### config.mk
export PLATFORM = sky130hd
export DESIGN_NAME = uart_word_loader
export DESIGN_NICKNAME = d
export VERILOG_FILES = /design/src/rtl/uart_word_loader.sv
export SDC_FILE = /design/constraint.sdc
export NUM_CORES = 1
export LEC_CHECK = 0
export BUFFER_PORTS_ARGS = -buffer_cell sky130_fd_sc_hd__buf_2
export CAP_MARGIN = 10
export CORE_AREA = 10 10 121 123
export DETAILED_ROUTE_END_ITERATION = 10
export DIE_AREA = 0 0 131 133
export MAX_ROUTING_LAYER = met4
export PLACE_DENSITY = 0.47
export SLEW_MARGIN = 15
export SYNTH_ARGS = -nofsm -noshare
export SYNTH_HDL_FRONTEND = slang
export SYNTH_SLANG_ARGS = --single-unit
### constraint.sdc
create_clock -name clk -period 3.4 [get_ports clk]
set_clock_uncertainty 0.1 [all_clocks]
set_input_delay 0.34 -clock clk [delete_from_list [all_inputs] [get_ports clk]]
set_output_delay 0.34 -clock clk [all_outputs]
set_load 0.02 [all_outputs]
### src/rtl/uart_word_loader.sv
// rtl/uart_word_loader.sv - UART program loader: header N, 4*N LE data bytes -> imem words, XOR checksum ACK.
// Optional UART_LOADER_ECHO_EN echoes every popped byte to the TX FIFO one cycle after its pop.
module uart_word_loader #(
  parameter int ADDR_W = 8
) (
  input  logic              clk,
  input  logic              reset,
  input  logic              rx_empty,
  input  logic [7:0]        r_data,
  output logic              rd,
  output logic [7:0]        w_data,
  output logic              wr,
  output logic              mem_we,
  output logic [ADDR_W-1:0] mem_addr,
  output logic [31:0]       mem_wdata,
  output logic              loaded
);

  typedef enum logic [2:0] {IDLE, HDR, LOAD, WRITE, ACK} state_t;

  state_t      state, state_next;
  logic [7:0]  words_left;
  logic [7:0]  checksum;
  logic [1:0]  byte_cnt;
  logic        rd_q;
  logic        pop;

  always_ff @(posedge clk or posedge reset) begin
    if (reset) begin
      state <= IDLE;
    end else begin
      state <= state_next;
    end
  end

  always_comb begin
    state_next = state;
    pop        = 1'b0;
    mem_we     = 1'b0;
    case (state)
      IDLE: begin
        if (!rx_empty) begin
          pop        = 1'b1;
          state_next = HDR;
        end
      end
      HDR: state_next = (words_left == 8'd0) ? ACK : LOAD;
      LOAD: begin
        // One idle cycle after every pop lets the FIFO empty flag catch up.
        if (!rx_empty && !rd_q) begin
          pop = 1'b1;
          if (byte_cnt == 2'd3) state_next = WRITE;
        end
      end
      WRITE: begin
        mem_we     = 1'b1;
        state_next = (words_left == 8'd1) ? ACK : LOAD;
      end
      ACK:     state_next = IDLE;
      default: state_next = IDLE;
    endcase
  end

  // Keep the pop strobe quiet while reset is held, even with a non-empty FIFO.
  assign rd = pop & ~reset;

  always_ff @(posedge clk or posedge reset) begin
    if (reset) begin
      words_left <= 8'd0;
      checksum   <= 8'd0;
      byte_cnt   <= 2'd0;
      rd_q       <= 1'b0;
      mem_addr   <= '0;
      mem_wdata  <= 32'd0;
      loaded     <= 1'b0;
    end else begin
      rd_q <= pop;
      case (state)
        IDLE: begin
          if (pop) begin
            words_left <= r_data;
            checksum   <= r_data;
            loaded     <= 1'b0;
          end
        end
        HDR: begin
          byte_cnt <= 2'd0;
          mem_addr <= '0;
        end
        LOAD: begin
          if (pop) begin
            mem_wdata[{byte_cnt, 3'b000} +: 8] <= r_data;
            checksum <= checksum ^ r_data;
            byte_cnt <= byte_cnt + 2'd1;
          end
        end
        WRITE: begin
          mem_addr   <= mem_addr + 1'b1;
          words_left <= words_left - 8'd1;
        end
        ACK:     loaded <= 1'b1;
        default: ;
      endcase
    end
  end

`ifdef UART_LOADER_ECHO_EN
  logic       echo_valid;
  logic [7:0] echo_byte;

  always_ff @(posedge clk or posedge reset) begin
    if (reset) begin
      echo_valid <= 1'b0;
      echo_byte  <= 8'd0;
    end else begin
      echo_valid <= pop;
      echo_byte  <= r_data;
    end
  end

  // An echo can never land in ACK: ACK always follows HDR or WRITE, neither of which pops.
  assign wr     = (state == ACK) | echo_valid;
  assign w_data = (state == ACK) ? checksum : (echo_valid ? echo_byte : 8'h00);
`else
  assign wr     = (state == ACK);
  assign w_data = (state == ACK) ? checksum : 8'h00;
`endif

endmodule

==> impl_results.md <==
- Status: finished clean
- Grt ovf: 0
- Setup violations, final: 0
- Maximum VDD drop: around 0.00027 V
- P_leak: 2.076 nW
- Vias per inst: roughly 4.4
- Cts hold-fix bufs: 1
- Synth Net Count: 336
- Clock Sink Count: 63
- Synth cell types: 52
- Ant diodes: 0
- Fmax achieved: 0.3857 GHz
- IO Pins: between 60 and 70
- H-tree levels: 3
- Critical path class: register to output port
- Non-Filler Instances: roughly 560
- CTS tree: yes
- Clock Latency Late Sink: ~0.34 ns
- Post-CTS Setup Repair Bufs: 0
- Initial antenna violation count: 0
- Most frequent cells in the layout: dfrtp_1 (63), buf_2 (62), nand2_1 (57)
- Min Tclk post-route: between 2 and 3 ns
- Slew HR: about 36%
- Number of synthesized flops with an enable pin: 0
- Max-Cap Viols: 0
- Num CTS Buffers: 9
- Fin nets: 402
- Site Rows: 41
- Ys Warns: 0
- First DRT Iteration DRCs: 194
- Starting Density: a little over a quarter
- Die height: 133 um
- CP Data Required Time: 2.96 ns
- Sequential share of the synthesized area: between 40% and 50%
- Simple-gate share of the synthesized area: about a fifth
- Fin. max-slew vios: 0
- Unrepaired setup endpoints after global routing: false
- Worst Path Arrival: between 2 and 2.5 ns
- Routed wire length: 9.067 mm
- Clock tree root buffer cell: clkbuf_16
- Setup TNS Final: 0 ns
- Synth Flop Type: dfrtp_1
- # DRC: 0
- Adder-cell share of the synthesized area: around 3.5%
- Combinational family with the most area after synthesis: simple AND/OR/NAND/NOR gates
- Vias in the first global route: roughly 2700
- Global Route Usage Sum: ~11%
- Post-synth ARST share: 100.0%
- Largest net degree at the start of global routing: 41
- Synth Cell Area: approximately 0.0032 mm2
- Die extent in x: around 130 um
- Area Overhead vs Synth: 23.70%
- Synth Area in XOR/XNOR: under 10%
- Hold/Removal Path Class: input pin to register
- Fraction of layout cells with a size suffix above 1: around a quarter
- Complex-gate fraction of the synthesized area: around 8%
- Post-synthesis mux area share: 11.18%
- TritonRoute pass-1 iters: 4
- Dpl cells: 542
- WL per Instance: approximately 16 um
- Die area: 0.01742 mm2
- Crit. End Element: output port
- Seq cells post-synth: 63
- Bufs on Longest Clock Path: 2
- Final HPWL DP: approximately 6.2 mm
- Core area: ~0.012 mm2
- Final hold violations: 0
- Antenna Nets Post-Route: 0
- Synth Area per Inst: roughly 10 um2
- CP Launch Type: register
- Post_cts resized: 0
- First-pass GRT wire length: between 10 and 15 mm
- Commonest non-fill, non-tap cell in the layout: dfrtp_1
- PortBufs: just over 60
- Via count: 2486
- Mapped Cells: about 320
- GPL Wtd Cong: just under 0.8
- Least-Margin Pin Slew: 0.9545 ns
- Crit share post-route: 76.25%
- Power Density: 909.5 mW/mm2
- Crit Path Max Fanout: 21
- Reg clk slew, reported paths: 0.06 ns
## flip-flops by register name, indices dropped and copies added, names as in the netlist
signal / cells
words_left: 8
loaded: 1
byte_cnt: 2
mem_addr: 8
state: 3
checksum: 8
mem_wdata: 32
rd_q: 1
## layer usage
layer / GRT usage (%) / up-vias / wire (um)
li1: - / 1202 / -
met1: 13.68 / 1225 / 4376
met2: 17.28 / 47 / 4258
met3: 1.958 / 12 / 226
met4: 5.624 / 0 / 206
met5: - / - / 0
## metrics by stage
step | hold slack [ns] | power (mW) | setup WS [ns] | cell area [um2] | utilization [%]
final | 0.2353 | 3.653 | 0.8074 | 4016 | 32.49
after global routing | 0.2457 | 3.926 | 0.7036 | 4016 | 32.49
after CTS | 0.2228 | 3.715 | 0.8078 | 4016 | 32.49
after detailed placement | 0.3570 | 2.839 | 1.106 | 3731 | 30.18
after global placement | 0.3410 | 2.816 | 1.116 | 3731 | 30.18
after floorplan | 0.3462 | 2.355 | 0.9071 | 3247 | -
## worst max-delay path, stage by stage, from the launching register on
cell and delay [ns]:
dfrtp_1 0.66, a2111oi_4 0.77, and2_1 0.22, buf_2 0.16
## where the power goes
group / switching (mW) / internal [mW]
logic: 0.903 / 0.556
clock network: 0.362 / 0.492
registers: 0.269 / 1.07
## cell families (layout without fill, tap and decap cells)
group	count (synthesis)	in the layout
flops	63	63
xor+xnor	8	8
simple gates	119	119
mux	36	36
fa+ha+maj	9	9
buf+inv	50	121
compound gates	31	31
## path summary, 6_finish.rpt
kind	from	end	slack, ns	depth (start not counted)
worst min-delay path	r_data[7]	mem_wdata[31]	0.24	3
worst min register to register	loaded	loaded	0.38	1
worst max-delay path	state[1]	rd	0.81	3
min in group asynchronous	reset	mem_addr[6]	0.51	3
worst max register to register	state[1]	mem_wdata[13]	1.11	3
max in group asynchronous	reset	mem_wdata[3]	1.71	4
## cell type report
type	count	area, um2
clock buffers	9	225.2
clock inverters	7	50.05
fillers	1291	8347
inverters	39	146.4
multi-input cells	203	1460
flip-flops and latches	63	1577
well taps	172	215.2
repair buffers	66	342.8
## cell usage after synthesis (4+ instances only)
| cell type | number | share of area [%] |
|---|---|---|
| dfrtp_1 | 63 | 49 |
| nand2_1 | 57 | 6.6 |
| inv_1 | 39 | 4.5 |
| mux2i_1 | 34 | 10 |
| and3_1 | 11 | 2.1 |
| ha_1 | 9 | 3.5 |
| nor2_1 | 8 | 0.92 |
| xor2_1 | 8 | 2.2 |
| nand3_1 | 7 | 1.1 |
| nor3b_1 | 5 | 1.2 |
| a211oi_1 | 4 | 0.92 |
| a22o_1 | 4 | 1.1 |
No activity file was read; power rests on OpenSTA's default activity.
